==> config.mk <==
export PLATFORM = sky130hd
export DESIGN_NAME = mat_ops_sched
export DESIGN_NICKNAME = d
export VERILOG_FILES = /design/src/rtl/mat_pkg.sv /design/src/rtl/mat_rr_arb.sv /design/src/rtl/mat_ops_sched.sv
export SDC_FILE = /design/constraint.sdc
export NUM_CORES = 1
export LEC_CHECK = 0
export CAP_MARGIN = 20
export CORE_MARGIN = 2
export CORE_UTILIZATION = 40
export CTS_CLUSTER_SIZE = 12
export DETAILED_ROUTE_END_ITERATION = 12
export GPL_TIMING_DRIVEN = 1
export PLACE_DENSITY = 0.78
export SLEW_MARGIN = 20
export SYNTH_ARGS = -nofsm -noshare
export SYNTH_HDL_FRONTEND = slang
export SYNTH_SLANG_ARGS = --single-unit
==> constraint.sdc <==
create_clock -name clk -period 1.7 [get_ports clk]
set_input_delay 0.255 -clock clk [delete_from_list [all_inputs] [get_ports clk]]
set_output_delay 0.255 -clock clk [all_outputs]
set_load 0.01 [all_outputs]
==> src/rtl/mat_pkg.sv <==
// rtl/mat_pkg.sv - shared op, status, limit and FSM encodings for the mat_ops scheduler
package mat_pkg;

  localparam logic [2:0] OP_TRANSPOSE = 3'b000;
  localparam logic [2:0] OP_ADD       = 3'b001;
  localparam logic [2:0] OP_SCALE     = 3'b010;
  localparam logic [2:0] OP_MATMUL    = 3'b011;
  localparam logic [2:0] OP_CONV      = 3'b100;

  localparam logic [1:0] ST_OK      = 2'b00;
  localparam logic [1:0] ST_DPERR   = 2'b01;
  localparam logic [1:0] ST_REJECT  = 2'b10;
  localparam logic [1:0] ST_TIMEOUT = 2'b11;

  localparam logic [2:0] MAT_DIM_MAX = 3'd5;

  localparam logic [2:0] S_IDLE  = 3'd0;
  localparam logic [2:0] S_CHECK = 3'd1;
  localparam logic [2:0] S_ISSUE = 3'd2;
  localparam logic [2:0] S_WAIT  = 3'd3;
  localparam logic [2:0] S_CLEAR = 3'd4;
  localparam logic [2:0] S_RESP  = 3'd5;

  typedef struct packed {
    logic [2:0] op;
    logic [2:0] a_m;
    logic [2:0] a_n;
    logic [2:0] b_m;
    logic [2:0] b_n;
    logic [7:0] k;
  } mat_cmd_t;

  function automatic logic dim_ok(input logic [2:0] d);
    return (d != 3'd0) && (d <= MAT_DIM_MAX);
  endfunction

  // B dims only matter for the two-operand ops (add, matmul).
  function automatic logic cmd_reject(input mat_cmd_t c);
    logic bad;
    bad = !dim_ok(c.a_m) || !dim_ok(c.a_n) || (c.op > OP_MATMUL);
    if (c.op == OP_ADD)
      bad = bad || !dim_ok(c.b_m) || !dim_ok(c.b_n) || (c.a_m != c.b_m) || (c.a_n != c.b_n);
    if (c.op == OP_MATMUL)
      bad = bad || !dim_ok(c.b_m) || !dim_ok(c.b_n) || (c.a_n != c.b_m);
    return bad;
  endfunction

endpackage

==> src/rtl/mat_rr_arb.sv <==
// rtl/mat_rr_arb.sv - combinational round-robin grant, lowest index strictly after last grant
module mat_rr_arb #(
  parameter int N_REQ = 2
) (
  input  logic [N_REQ-1:0]         i_req_valid,
  input  logic [$clog2(N_REQ)-1:0] i_last_grant,
  output logic [N_REQ-1:0]         o_gnt,
  output logic [$clog2(N_REQ)-1:0] o_gnt_idx,
  output logic                     o_gnt_any
);
  localparam int IW = $clog2(N_REQ);

  always_comb begin
    o_gnt     = '0;
    o_gnt_idx = '0;
    o_gnt_any = 1'b0;
    for (int i = 1; i <= N_REQ; i++) begin
      if (!o_gnt_any && i_req_valid[(int'(i_last_grant) + i) % N_REQ]) begin
        o_gnt_any = 1'b1;
        o_gnt[(int'(i_last_grant) + i) % N_REQ] = 1'b1;
        o_gnt_idx = IW'((int'(i_last_grant) + i) % N_REQ);
      end
    end
  end

endmodule

==> src/rtl/mat_ops_sched.sv <==
// rtl/mat_ops_sched.sv - request scheduler/sequencer in front of mat_ops
// Optional WAIT watchdog and timeout status: MAT_SCHED_WATCHDOG_EN.
module mat_ops_sched
  import mat_pkg::*;
#(
  parameter int N_REQ       = 2,
  parameter int TIMEOUT_CYC = 512
) (
  input  logic                       clk,
  input  logic                       rst,
  input  logic [N_REQ-1:0]           req_valid,
  output logic [N_REQ-1:0]           req_ready,
  input  logic [3*N_REQ-1:0]         req_op_flat,
  input  logic [12*N_REQ-1:0]        req_dim_flat,
  input  logic [8*N_REQ-1:0]         req_scalar_flat,
  output logic                       ops_start,
  output logic [2:0]                 ops_op_sel,
  output logic [2:0]                 ops_dim_a_m,
  output logic [2:0]                 ops_dim_a_n,
  output logic [2:0]                 ops_dim_b_m,
  output logic [2:0]                 ops_dim_b_n,
  output logic [7:0]                 ops_scalar_k,
  output logic [$clog2(N_REQ)-1:0]   ops_src_sel,
  input  logic                       ops_busy,
  input  logic                       ops_done,
  input  logic                       ops_error,
  input  logic [2:0]                 ops_res_m,
  input  logic [2:0]                 ops_res_n,
  output logic                       rsp_valid,
  output logic [$clog2(N_REQ)-1:0]   rsp_id,
  output logic [1:0]                 rsp_status,
  output logic [2:0]                 rsp_m,
  output logic [2:0]                 rsp_n,
  output logic                       sched_busy
);
  localparam int IW = $clog2(N_REQ);

  logic [2:0]    r_state;
  logic [IW-1:0] r_last;
  logic [IW-1:0] r_src;
  mat_cmd_t      r_cmd;
  logic [1:0]    r_status;
  logic [2:0]    r_res_m;
  logic [2:0]    r_res_n;

  logic [N_REQ-1:0] w_gnt;
  logic [IW-1:0]    w_gnt_idx;
  logic             w_gnt_any;
  logic             w_accept;
  logic             w_wd_expire;
  mat_cmd_t         w_req_cmd;

  mat_rr_arb #(.N_REQ(N_REQ)) u_arb (
    .i_req_valid  (req_valid),
    .i_last_grant (r_last),
    .o_gnt        (w_gnt),
    .o_gnt_idx    (w_gnt_idx),
    .o_gnt_any    (w_gnt_any)
  );

  // A busy or errored datapath holds off acceptance, which also covers reset mid-operation.
  assign w_accept  = (r_state == S_IDLE) && !ops_busy && !ops_error && w_gnt_any;
  assign w_req_cmd = {req_op_flat[3*int'(w_gnt_idx) +: 3],
                      req_dim_flat[12*int'(w_gnt_idx) +: 12],
                      req_scalar_flat[8*int'(w_gnt_idx) +: 8]};

`ifdef MAT_SCHED_WATCHDOG_EN
  localparam int WW = $clog2(TIMEOUT_CYC);
  logic [WW-1:0] r_wd_cnt;

  always_ff @(posedge clk) begin
    if (rst || r_state == S_ISSUE)
      r_wd_cnt <= '0;
    else if (r_state == S_WAIT && r_wd_cnt != '1)
      r_wd_cnt <= r_wd_cnt + WW'(1);
  end

  assign w_wd_expire = (r_state == S_WAIT) && (r_wd_cnt == WW'(TIMEOUT_CYC - 1));
`else
  assign w_wd_expire = 1'b0;
`endif

  always_ff @(posedge clk) begin
    if (rst) begin
      r_state  <= S_IDLE;
      r_last   <= IW'(N_REQ - 1);
      r_src    <= '0;
      r_cmd    <= '0;
      r_status <= ST_OK;
      r_res_m  <= '0;
      r_res_n  <= '0;
    end else begin
      case (r_state)
        S_IDLE: if (w_accept) begin
          r_cmd   <= w_req_cmd;
          r_src   <= w_gnt_idx;
          r_last  <= w_gnt_idx;
          r_res_m <= '0;
          r_res_n <= '0;
          r_state <= S_CHECK;
        end
        S_CHECK: if (cmd_reject(r_cmd)) begin
          r_status <= ST_REJECT;
          r_state  <= S_RESP;
        end else begin
          r_state  <= S_ISSUE;
        end
        S_ISSUE: r_state <= S_WAIT;
        S_WAIT: if (ops_done) begin
          r_res_m  <= ops_res_m;
          r_res_n  <= ops_res_n;
          r_status <= ST_OK;
          r_state  <= S_RESP;
        end else if (ops_error) begin
          r_status <= ST_DPERR;
          r_state  <= S_CLEAR;
        end else if (w_wd_expire) begin
          r_status <= ST_TIMEOUT;
          r_state  <= S_RESP;
        end
        S_CLEAR: r_state <= S_RESP;
        S_RESP:  r_state <= S_IDLE;
        default: r_state <= S_IDLE;
      endcase
    end
  end

  assign req_ready    = w_accept ? w_gnt : '0;
  assign ops_start    = (r_state == S_ISSUE) || (r_state == S_CLEAR);
  assign ops_op_sel   = r_cmd.op;
  assign ops_dim_a_m  = r_cmd.a_m;
  assign ops_dim_a_n  = r_cmd.a_n;
  assign ops_dim_b_m  = r_cmd.b_m;
  assign ops_dim_b_n  = r_cmd.b_n;
  assign ops_scalar_k = r_cmd.k;
  assign ops_src_sel  = r_src;
  assign rsp_valid    = (r_state == S_RESP);
  assign rsp_id       = r_src;
  assign rsp_status   = r_status;
  assign rsp_m        = r_res_m;
  assign rsp_n        = r_res_n;
  assign sched_busy   = (r_state != S_IDLE);

endmodule

==> reports/metrics.cfg, run 1 <==
[outcome]
status=finished, violations left
failed_checks=setup timing

[timing]
finalHoldViolCount=0
fin_crit_ns=1.75
setup_tns_ns=-0.0890
skew_ns=0.00230
holdWs_ns=0.445
worstMarginPinSlew_ns=0.546
rsz0062_at_grt=true
finalWorstSetupSlack_ns=-0.0546
finalSetupViolations=4
period_share_pct=103
drv_slew=0
relSlewSlack_pct=63.6
fmax_ghz=0.570

[global_route]
grt_pass1_vias=1913
grtUsageTotal_pct=19.1
overflow=0
grt_first_pass_wirelength_um=9200
grt_max_degree=30
antenna_found_initial=0

[cells_and_area]
final_common_cell=clkdlybuf4s50_1
final_cell_mix=clkdlybuf4s50_1, dfxtp_1, nor2_1
postLayoutCellArea_sq_mm=0.00326
stdcell_count=387
syn_to_final_growth_pct=57.1
diodes=0
drive_gt1_share_pct=19.9
fillers=440
nets=376
final_util_pct=64.3
layout.area.seq_sq_um=723
multi_input_area_sq_mm=0.00125

[hold_path]
hold_depth=2
worstHoldPathType=in2reg

[detailed_routing]
ant_nets=0
drtPass1Iterations=4
drt-vias-per-instance=5.04
drt-total-wl_um=5460
vias=1949
avgRoutedWirePerCell_um=14.1
drc=0
drt_iter0_drc=111

[synthesis]
syn_nets=274
synth_largest_area_cell=dfxtp_1
yosys-top-cells-area=dfxtp_1, a211oi_2, mux2i_1
synth_seq_cells=36
seq_area_frac_synth_pct=34.7
ys_async_sr_fraction_pct=0
synth_cell_types=48
synth_top_area_share_pct=34.7
synth_warnings=0
avgSynthCellArea_sq_um=9.66
syn_inst=215
synthFlopType=dfxtp_1
synthesis.area_sq_mm=0.00208
synth_edf_count=0

[place]
portBuffers=96
dpl-instance-area_sq_mm=0.00312
place_inst=376
gp_congestion=0.832
dp_hpwl_um=4060

[clocking]
cts_max_level=2
cts.sinks=36
root_buffer=clkbuf_8
clk_path_buf_depth=2
clk_latency_ns=0.27
path_clk_slew_ns=0.07
cts_buffers=5
cts_tree=built
cts_hold_buf=0

[power_and_ir_drop]
switching_share_pct=29.4
p_int_uw=1760
powerDensity_mw_per_mm2=764
ir_drop_v=0.000512
p_leak_uw=0.00122
switchingPower_uw=733
comb_power_share_pct=34.6
pwr-share-seq_pct=40.0
p_clk_share_pct=25.4

[critical_path]
end_kind=output port
cp.arrival_ns=1.50
ff2ff_path_depth=7
start_kind=flop
critPathRequiredTime_ns=1.44
crit_fanout=3
reg2reg_slack_ns=-0.02
critical_path_class=reg2out

[floorplan]
rows=26
io_pins=97
die_y_um=76.1
die_area_sq_mm=0.00579
fp.coreArea_sq_mm=0.00507
start_util_pct=40.9
die_w_um=76.1

[run]
drv_cap=0

==> metrics by stage <==
stage / setup WS, ns / total power (uW)
final: -0.0546 / 2490
after global routing: -0.141 / 2630
after CTS: -0.213 / 2490
after detailed placement: -0.368 / 1840
after global placement: -0.350 / 1820
after floorplan: 0.0945 / 1470
==> worst max-delay path, stage by stage, from the launching register on <==
cell     delay (ns)
dfxtp_2        0.34
nor3_4         0.21
inv_2          0.07
nor4_4         0.17
buf_4          0.17
and3b_1        0.14
buf_2          0.12
==> registers in the layout (all words and copies together), names as in the netlist <==
register	cells
rsp_status	2
ops_scalar_k	8
ops_src_sel	1
rsp_m	3
ops_dim_a_n	3
r_state	3
ops_dim_b_m	3
rsp_n	3
ops_dim_b_n	3
ops_op_sel	3
r_last	1
ops_dim_a_m	3
==> cell usage after synthesis (all sizes together), types with 2 or more instances <==
library cell and instances:
nand2 3, a211oi 24, o311ai 2, inv 3, nor3 7, dfxtp 36, and3b 3, xor2 5
nand4b 6, clkbuf 7, xnor2 5, nand2b 2, and2 2, mux2i 24, buf 12, nand3 2
nor2 31, o21ai 10, a21oi 9
==> kinds of logic after synthesis <==
group / after synthesis / share of synthesized area (%)
buf+inv: 22 / 6.21
flops: 36 / 34.7
compound gates: 59 / 26.4
simple gates: 64 / 16.9
xor+xnor: 10 / 4.22
mux: 24 / 11.6
==> worst paths after layout <==
path	from	end
min reg2reg	rsp_m[1]	rsp_m[1]
min	rst	ops_src_sel
max reg2reg	r_state[0]	r_last
max	r_state[0]	req_ready[0]
==> final cells by class <==
type | count | area share [%]
Sequential cell | 36 | 22.2
Tap cell | 70 | 2.68
Timing Repair Buffer | 114 | 33.6
Multi-Input combinational cell | 157 | 38.3
Inverter | 3 | 0.345
Clock buffer | 7 | 2.95
==> power groups by stage <==
stage	clock network [uW]	registers [uW]	logic, uW
2_1_floorplan	0	1020	444
4_1_cts	652	993	845
5_1_grt	693	1010	930
3_5_place_dp	0	1010	831
3_3_place_gp	0	1010	818
6_report	634	997	862
==> routing by layer <==
layer | GRT usage, % | routed length, um | vias up | share of wire [%]
met2 | 32.9 | 2720 | 57 | 50
met5 | 0 | 0 | - | 0
met4 | 5.27 | 65 | 0 | 1.2
li1 | - | - | 996 | -
met1 | 23.6 | 2380 | 890 | 44
met3 | 4.98 | 300 | 6 | 5.5
==> timing repair <==
action | in CTS | in global routing
pin swaps | 3 | 3
setup endpoints to repair | 20 | 32
resized for setup | 13 | 9
setup buffers | 3 | 1
cloned | 0 | 0
Power figures use the tool's default switching activity.
==> inputs of run 2 (changes only) <==
Settings changed: CTS_BUF_LIST set to sky130_fd_sc_hd__clkbuf_4.
==> run 2 against run 1 <==
The run still ends with setup timing left. Wire length fell by 1.3%. Register-to-register slack barely moved. Global-route usage up 0.050 points. First-iteration DRC count fell by 6.3%. Non-clock buffer count did not move. Clock power is 38% lower. Via count is 0.67% higher. Sequential power about the same. Critical endpoint unchanged.
==> reports/metrics.cfg, run 2 (synthesis gave the netlist of run 1 again) <==
[critical_path]
critPathRequiredTime_ns=1.44
end_kind=output port
start_kind=input port
critical_path_class=in2out
cp.arrival_ns=1.57
max_stage_delay_ns=0.48
path_cells=clkdlybuf4s50_1 > nor2_1 > nor4_4 > buf_4 > and3b_1 > buf_2
crit_buf_inv=3
cpLargestDelayFamily=buffers and inverters
crit_fanout=3
crit_slowest_cell=clkdlybuf4s50_1

[cells_and_area]
drive_gt1_share_pct=20.8
final_util_pct=63.3
multi_input_area_sq_mm=0.00125
largest_reg_flops=8
final_cell_mix=clkdlybuf4s50_1, nor2_1, dfxtp_1
fillers=453
postLayoutCellArea_sq_mm=0.00321
diodes=0
layout.area.seq_sq_um=731
final_common_cell=clkdlybuf4s50_1
syn_to_final_growth_pct=54.7
nets=376

[power_and_ir_drop]
switching_share_pct=31.5
ir_drop_v=0.000461
p_clk_share_pct=17.6
p_leak_uw=0.00118
switchingPower_uw=710
comb_power_share_pct=38.0
p_int_uw=1540
powerDensity_mw_per_mm2=701
pwr-share-seq_pct=44.4

[floorplan]
die_y_um=76.1
io_pins=97
die_area_sq_mm=0.00579
start_util_pct=40.9
die_w_um=76.1
fp.coreArea_sq_mm=0.00507
rows=26

[place]
dp_slack_ns=-0.368
portBuffers=96
dp_hpwl_um=4060
dpl-instance-area_sq_mm=0.00312
gp_congestion=0.832

[detailed_routing]
drt-vias-per-instance=5.07
avgRoutedWirePerCell_um=13.9
drt-total-wl_um=5390
vias=1962
drtPass1Iterations=4
drt_iter0_drc=104
drc=0
ant_nets=0

[timing]
finalSetupViolations=6
worstMarginPinSlew_ns=0.520
skew_ns=0.00194
rsz0062_at_grt=true
drv_slew=0
fin_crit_ns=1.83
relSlewSlack_pct=65.3
setup_tns_ns=-0.275
period_share_pct=107
finalWorstSetupSlack_ns=-0.126
fmax_ghz=0.548
finalHoldViolCount=0

[clocking]
clk_latency_ns=0.32
cts_buffers=5
path_clk_slew_ns=0.10
cts_max_level=2
cts_hold_buf=0
cts_tree=built
root_buffer=clkbuf_4
clk_path_buf_depth=2
cts.sinks=36

[global_route]
grt_max_degree=30
antenna_found_initial=0
overflow=0
grt_pass1_vias=1914
grtUsageTotal_pct=19.1
grt_first_pass_wirelength_um=9200

[run]
drv_cap=0

[hold_path]
worstHoldPathType=in2reg

[outcome]
failed_checks=setup timing
status=finished, violations left

-- run 2: cell count changes in the layout (fill, tap and decap cells not counted), moves of 5 or more --
| cell | previous run | this run |
|---|---|---|
| clkbuf_8 | 7 | 0 |
| dfxtp_1 | 34 | 28 |
| dfxtp_2 | 2 | 8 |
| clkbuf_4 | 0 | 5 |
-- run 2: final timing paths --
| path | start | end | slack (ns) | cells past startpoint |
|---|---|---|---|---|
| max | req_valid[0] | req_ready[0] | -0.13 | 6 |
| min | rst | ops_src_sel | 0.38 | 2 |
| min reg2reg | rsp_m[1] | rsp_m[1] | 0.48 | 2 |
| max reg2reg | r_state[0] | r_last | -0.02 | 7 |
-- run 2: routing by layer --
metal	wire length, um	up-vias	global-route usage (%)	share of wire [%]
met3	302	6	4.98	5.6
li1	-	998	-	-
met2	2710	62	32.9	50
met4	69	0	5.82	1.3
met1	2320	896	23.4	43
met5	0	-	0	0
-- run 2: timing repair --
action / in CTS / in global routing
pin swaps: 3 / 3
setup endpoints to repair: 21 / 39
setup buffers: 3 / 1
gates resized for setup: 13 / 15
-- run 2: per-stage QoR --
stage	total power [uW]	hold slack (ns)	std cells
after floorplan	1470	0.424	215
after global placement	1820	0.458	376
after detailed placement	1840	0.469	376
after CTS	2250	0.363	386
after global routing	2400	0.382	387
final	2250	0.382	387
-- run 2: layout make-up --
type | instances | share of cell area (%)
well taps | 70 | 2.73
flip-flops and latches | 36 | 22.7
repair buffers | 114 | 34.0
clock buffers | 5 | 1.17
clock inverters | 2 | 0.234
inverters | 3 | 0.350
multi-input cells | 157 | 38.8
-- run 2: power groups by stage --
stage | sequential, uW | clock [uW] | combinational (uW)
floorplan | 1020 | 0 | 444
global placement | 1010 | 0 | 818
detailed placement | 1010 | 0 | 831
CTS | 992 | 414 | 843
global route | 1010 | 462 | 927
finish | 999 | 396 | 857
==> RTL change 1: new RTL, config.mk and constraints of run 1 <==
Add a define of `MAT_SCHED_WATCHDOG_EN`.
--- a/src/rtl/mat_ops_sched.sv
+++ b/src/rtl/mat_ops_sched.sv
@@ -1,5 +1,7 @@
 // rtl/mat_ops_sched.sv - request scheduler/sequencer in front of mat_ops
 // Optional WAIT watchdog and timeout status: MAT_SCHED_WATCHDOG_EN.
+`define MAT_SCHED_WATCHDOG_EN
+
 module mat_ops_sched
   import mat_pkg::*;
 #(
Check against the original RTL: same outputs for any inputs over 4 cycles, from zero or initial values and one cycle with rst high; that may be too few to reach the edited logic, so the function may still have changed.
==> RTL change 1 against run 1 <==
- the flow still finishes with violations (negative setup slack)
- maximum frequency is 3.0% lower
- synthesized cell count grew 16%
- hold slack worse by 0.14 ns
- cell area increased by 21%
- total power increased by 22%
- wire length rose by 29%
- via count increased by 25%
- worst setup slack worse by 0.054 ns
- global-route usage is 2.3 points higher
- synthesized area rose by 11%
- sequential cell count is 9 higher
- first-iteration DRC count increased by 67%
- count of clock-buffer cells in the layout unchanged
- sequential power grew 22%
- critical endpoint is now req_ready[1]
==> RTL change 1: results (changes against run 1) <==
top cell types by occurrence after synthesis -> 45 x dfxtp_1, 45 x nor2_1, 25 x mux2i_1
startpoint of the lowest-slack register-to-register path -> r_state[0]$_SDFFE_PP0P_
multi-input logic area -> 1446 um^2 (+16%)
violation count after the first detailed-route iteration -> 185 (+67%)
clock latency of the later-clocked register in the worst-skew pair -> 0.30 ns (+0.03 ns)
worst-case reg-to-reg path depth -> 7 (unchanged)
Leakage -> 1.509 nW (+24%)
Placed Cells -> 431 (+15%)
Remaining Overflow, GRT -> 0 (unchanged)
CP Data Arrival Time -> 1.55 ns (+0.05 ns)
pin count of the biggest net entering global routing -> 24 (-20%)
dominant register cell in the synthesized netlist -> dfxtp_1
FF-to-FF End -> ops_scalar_k[1]$_SDFFE_PP0P_
minimum setup slack in the final design -> -0.1085 ns (-0.05385 ns)
Diodes inserted -> 0 (unchanged)
largest fanout on the critical path -> 4 (+1)
register-to-register setup slack -> -0.05 ns (-0.03 ns)
worst supply voltage drop on vdd -> 0.3691 mV (-28%)
mean post-synth cell area -> 9.204 um^2 (-4.7%)
number of different library cells in the post-synthesis netlist -> 44 (-8.3%)
outcome -> finished, violations left
deepest clock path buffer count -> 2 (unchanged)
maximum level of the CTS H-tree -> 2 (unchanged)
number of flip-flops under the largest register name -> 9 (+1)
GPL Wtd Cong -> 0.7865 (-5.5%)
FFs w/ async S/R, synth -> 0 (unchanged)
register containing the most flip-flops in the final layout -> r_wd_cnt
first-pass iteration count of the detailed router -> 4 (unchanged)
transition time at the pin with the least slew margin -> 0.3501 ns (-0.1958 ns)
global-route wire length before repair -> 10,600 um (+15%)
total of buffers placed on input and output ports -> 96 (unchanged)
worst setup skew after layout -> 0.003763 ns (+0.001464 ns)
fill count -> 436 (-0.91%)
kind of critical path -> register to output port
Placement Setup Slack -> -0.5112 ns (-0.1432 ns)
clock edge transition at the registers on the reported setup and hold paths -> 0.08 ns
# nets final -> 436 (+16%)
number of antenna violations at the first check in global routing -> 0 (unchanged)
clock buffers created by TritonCTS -> 5 (unchanged)
Hold Crit Class -> input port to register
Synth area leaders -> dfxtp_1 39%, mux2i_1 11%, nor2_1 7.3%
Total Wirelength -> 7052 um (+29%)
sequential cell area fraction in the yosys report -> 0.3915 (+0.04453)
non-filler instance count after layout -> 448 (+16%)
setup TNS after final layout -> -0.2721 ns (-0.1831 ns)
overall via count from detail_route -> 2,441 (+25%)
violated checks -> negative setup slack
share of cells above drive strength 1 -> 0.2713 (+0.07254)
DPL Wire Length -> 4566 um (+13%)
Root Buffer Master -> clkbuf_8
count of synthesis-stage warnings from yosys -> 0 (unchanged)
cell area after placement -> 3531 um^2 (+13%)
overall track demand over capacity in global routing -> 0.2137 (+0.02306)
total nets after synthesis -> 311 (+14%)
final setup violation count -> 9 (+5)
endpoint of the most critical setup path -> req_ready[1]
==> RTL change 1: cell types whose count changed after synthesis, moves of 4 or more <==
cell	before	now
a211oi_1	1	16
nor2_1	31	45
a211oi_2	23	10
dfxtp_1	36	45
nand4b_1	6	0
o21ai_0	10	4
xor2_1	5	11
a22oi_1	1	6
buf_6	5	1
==> RTL change 1: layout make-up <==
| cell class | instances | share of cell area |
|---|---|---|
| tap | 72 | 0.02289 |
| inverter | 4 | 0.003816 |
| timing repair buffer | 136 | 0.3428 |
| sequential | 45 | 0.2334 |
| multi-input combinational | 183 | 0.3676 |
| clock inverter | 1 | 0.007631 |
| clock buffer | 7 | 0.02194 |
==> RTL change 1: cells by family after synthesis <==
family	share of synthesized area
muxes	0.1088
AOI/OAI and AO/OA	0.2126
DFF	0.3915
adders and majority gates	0.01087
xor gates and xnor gates	0.05329
and+or+nand+nor	0.1735
buffers and inverters	0.04948
==> RTL change 1: where the power goes <==
group | switching [mW] | leakage [nW] | total (mW) | internal, mW
Clock | 0.363 | 0.0585 | 0.842 | 0.479
Combinational | 0.430 | 1.08 | 0.974 | 0.544
Sequential | 0.0865 | 0.372 | 1.22 | 1.13
==> RTL change 1: worst max-delay path: stages (launching register included) <==
cell     delay (ns)
dfxtp_2        0.32
or3_4          0.42
nor4_4         0.21
and2_4         0.20
buf_6          0.09
==> RTL change 1: worst min-delay path by stage <==
stage / startpoint / to / slack [ns] / cells past startpoint
detailed placement: rsp_n[2]$_SDFFE_PP0P_ / rsp_n[2]$_SDFFE_PP0P_ / 0.49 / 2
global placement: r_wd_cnt[5]$_SDFFE_PP0P_ / r_wd_cnt[5]$_SDFFE_PP0P_ / 0.47 / 2
CTS: rst / rsp_n[0]$_SDFFE_PP0P_ / 0.29 / 2
floorplan: ops_res_m[0] / rsp_m[0]$_SDFFE_PP0P_ / 0.42 / 2
finish: rst / ops_src_sel$_SDFFE_PP0P_ / 0.31 / 2
global route: rst / rsp_n[0]$_SDFFE_PP0P_ / 0.32 / 2
==> RTL change 1: layer usage <==
| metal | up-vias | wire (um) | global-route usage |
|---|---|---|---|
| met5 | - | 0 | 0 |
| met4 | 0 | 200 | 0.1051 |
| met3 | 22 | 414 | 0.05090 |
| met2 | 95 | 3672 | 0.3840 |
| met1 | 1169 | 2765 | 0.2337 |
| li1 | 1155 | - | - |
==> RTL change 1: what timing repair did <==
item                                    4_1_cts  5_1_grt
gates resized for setup                      27       32
gates cloned                                  1        2
endpoints found under the hold margin         0        0
buffers inserted                              2        4
pin swaps                                     9       22
endpoints found under the setup margin       40       35
hold buffers                                  0        0
==> RTL change 2: new RTL, config.mk and constraints of run 1 <==
Made on the original files. Register the output `rsp_status` once more, cleared by the reset; this adds one clock of latency there. The other outputs are not delayed to match.
--- a/src/rtl/mat_ops_sched.sv
+++ b/src/rtl/mat_ops_sched.sv
@@ -136,7 +136,13 @@
   assign ops_src_sel  = r_src;
   assign rsp_valid    = (r_state == S_RESP);
   assign rsp_id       = r_src;
-  assign rsp_status   = r_status;
+  always_ff @(posedge clk) begin
+    if (rst) begin
+      rsp_status <= '0;
+    end else begin
+      rsp_status <= r_status;
+    end
+  end
   assign rsp_m        = r_res_m;
   assign rsp_n        = r_res_n;
   assign sched_busy   = (r_state != S_IDLE);
Function: changed (Yosys sat finds a counterexample within 4 cycles, from zero or initial values and one cycle with rst high).
==> RTL change 2 against run 1 <==
- the flow still finishes with violations (negative setup slack)
- total power up 21%
- sequential share of layout area rose by 0.95 points
- sequential cell count up 2
- wire length is 7.0% higher
- cell area up 1.0%
- worst setup slack got worse by 0.029 ns
- synthesized area is 6.7% lower
- count of clock-buffer cells in the layout down 1
- sequential power is 7% higher
==> RTL change 2: results (changes against run 1) <==
minimum setup slack in the final design -> -0.08387 ns (-0.02924 ns)
final setup violation count -> 2 (-2)
top cell types by occurrence after synthesis -> 38 x dfxtp_1, 26 x nor2_1, 25 x mux2i_1
Leakage -> 1.190 nW (-2.6%)
deepest clock path buffer count -> 2 (unchanged)
TritonCTS clock tree -> built
clock buffers created by TritonCTS -> 5 (unchanged)
largest fanout on the critical path -> 3 (unchanged)
cell area after placement -> 3028 um^2 (-2.9%)
outcome -> finished, violations left
clock latency of the later-clocked register in the worst-skew pair -> 0.29 ns (+0.02 ns)
global-route wire length before repair -> 8811 um (-4.3%)
Hold Crit Class -> register to register
Switching Fraction -> 0.2819 (-0.01197)
clock edge transition at the registers on the reported setup and hold paths -> 0.08 ns
Post-Route Hold Slack -> 0.4598 ns (+0.01430 ns)
Total Wirelength -> 5849 um (+7.0%)
Placed Cells -> 364 (-3.2%)
Synth area leaders -> dfxtp_1 39%, mux2i_1 13%, a211oi_1 9.3%
slowest stage cell on the critical path -> or3_4
vias per std cell -> 5.503 (+9.3%)
vias in the first global route -> 1,868 (-2.4%)
Root Buffer Master -> clkbuf_8
Placement Setup Slack -> -0.4080 ns (-0.04007 ns)
violation count after the first detailed-route iteration -> 105 (-5.4%)
number of antenna violations at the first check in global routing -> 0 (unchanged)
kind of cell with the highest combined delay on the critical path -> simple AND/OR/NAND/NOR gates
share of cells above drive strength 1 -> 0.1327 (-0.06602)
maximum level of the CTS H-tree -> 2 (unchanged)
total nets after synthesis -> 276 (+0.73%)
Diodes inserted -> 0 (unchanged)
number of instances in the synthesized netlist -> 217 (+0.93%)
sequential cell area fraction in the yosys report -> 0.3928 (+0.04578)
DPL Wire Length -> 3805 um (-6.2%)
GPL Wtd Cong -> 0.8084 (-2.8%)
violated checks -> negative setup slack
final-report max-slew violation count -> 0 (unchanged)
setup TNS after final layout -> -0.1190 ns (-0.03004 ns)
overall track demand over capacity in global routing -> 0.2081 (+0.01746)
# nets final -> 382 (+1.6%)
pin count of the biggest net entering global routing -> 49 (+63%)
worst supply voltage drop on vdd -> 0.5622 mV (+9.8%)
overall via count from detail_route -> 2,080 (+6.7%)
delay of the slowest cell on the worst path -> 0.40 ns (+0.06 ns)
first-pass iteration count of the detailed router -> 4 (unchanged)
CP Data Arrival Time -> 1.53 ns (+0.03 ns)
worst setup skew after layout -> 0.009689 ns (+0.007389 ns)
total of buffers placed on input and output ports -> 96 (unchanged)
register-to-register setup slack -> 0.04 ns (+0.06 ns)
number of flip-flops under the largest register name -> 8 (unchanged)
worst max-slew margin expressed relative to the limit -> 0.7258 (+0.08975)
count of synthesis-stage warnings from yosys -> 0 (unchanged)
number of different library cells in the post-synthesis netlist -> 38 (-21%)
FFs w/ async S/R, synth -> 0 (unchanged)
[RTL change 2: cell types whose count changed after synthesis, sizes merged, moves of 3 or more]
cell / before / now
nor2b: 1 / 4
nor2: 31 / 26
or3: 1 / 7
and3b: 3 / 0
nand3: 2 / 8
nand4b: 6 / 0
xor2: 5 / 2
nor3: 7 / 4
buf: 12 / 9
[RTL change 2: what timing repair did]
item,in CTS,in global routing
pin swaps,5,10
resized for setup,9,20
setup buffers,1,2
setup endpoints to repair,36,34
cloned,1,2
[RTL change 2: worst register-to-register path, delay by kind of cell (launching register included)]
family | cells | cell delay, ns
and+or+nand+nor | 3 | 0.71
DFF | 1 | 0.32
buffers and inverters | 2 | 0.32
muxes | 1 | 0.19
[RTL change 2: layer usage]
metal  share of wire  vias to the layer above  global-route usage
met5               0                        -                   0
met4          0.0094                        0             0.05455
met3           0.072                        6             0.06310
met2            0.49                       87              0.3472
met1            0.43                      976              0.2606
li1                -                     1011                   -
[RTL change 2: through the flow]
stage               utilization  power, mW
floorplan                     -      1.560
global placement         0.6453      1.992
detailed placement       0.6453      2.014
CTS                      0.6789      2.955
global route             0.7027      3.158
finish                   0.7027      3.015
[RTL change 2: cell families after synthesis]
family,share of synthesized area
simple gates,0.1705
mux,0.1292
xor+xnor,0.04070
buf+inv,0.04715
flops,0.3928
compound gates,0.2196
[RTL change 2: area by class of cell]
class | count | area (um^2)
tap | 54 | 67.56
timing repair buffer | 115 | 1160
fill | 365 | 1395
inverter | 3 | 11.26
clock buffer | 6 | 82.58
sequential | 38 | 762.0
multi-input combinational | 160 | 1154
clock inverter | 2 | 60.06
[RTL change 2: power groups by stage]
stage	Combinational [mW]	Sequential, mW	Clock [mW]
floorplan	0.442	1.12	0
global placement	0.908	1.08	0
detailed placement	0.925	1.09	0
CTS	0.928	1.07	0.958
global route	1.08	1.09	0.995
finish	0.997	1.07	0.945
[RTL change 2: worst paths after layout]
path,from,to,cells after the start
setup reg to reg,r_state[2]$_SDFFE_PP0P_,r_last$_SDFFE_PP1P_,6
hold / removal,r_status[1]$_SDFFE_PP0P_,rsp_status[1]$_SDFF_PP0_,1
setup / recovery,r_state[2]$_SDFFE_PP0P_,req_ready[1],4
hold reg to reg,r_status[1]$_SDFFE_PP0P_,rsp_status[1]$_SDFF_PP0_,1
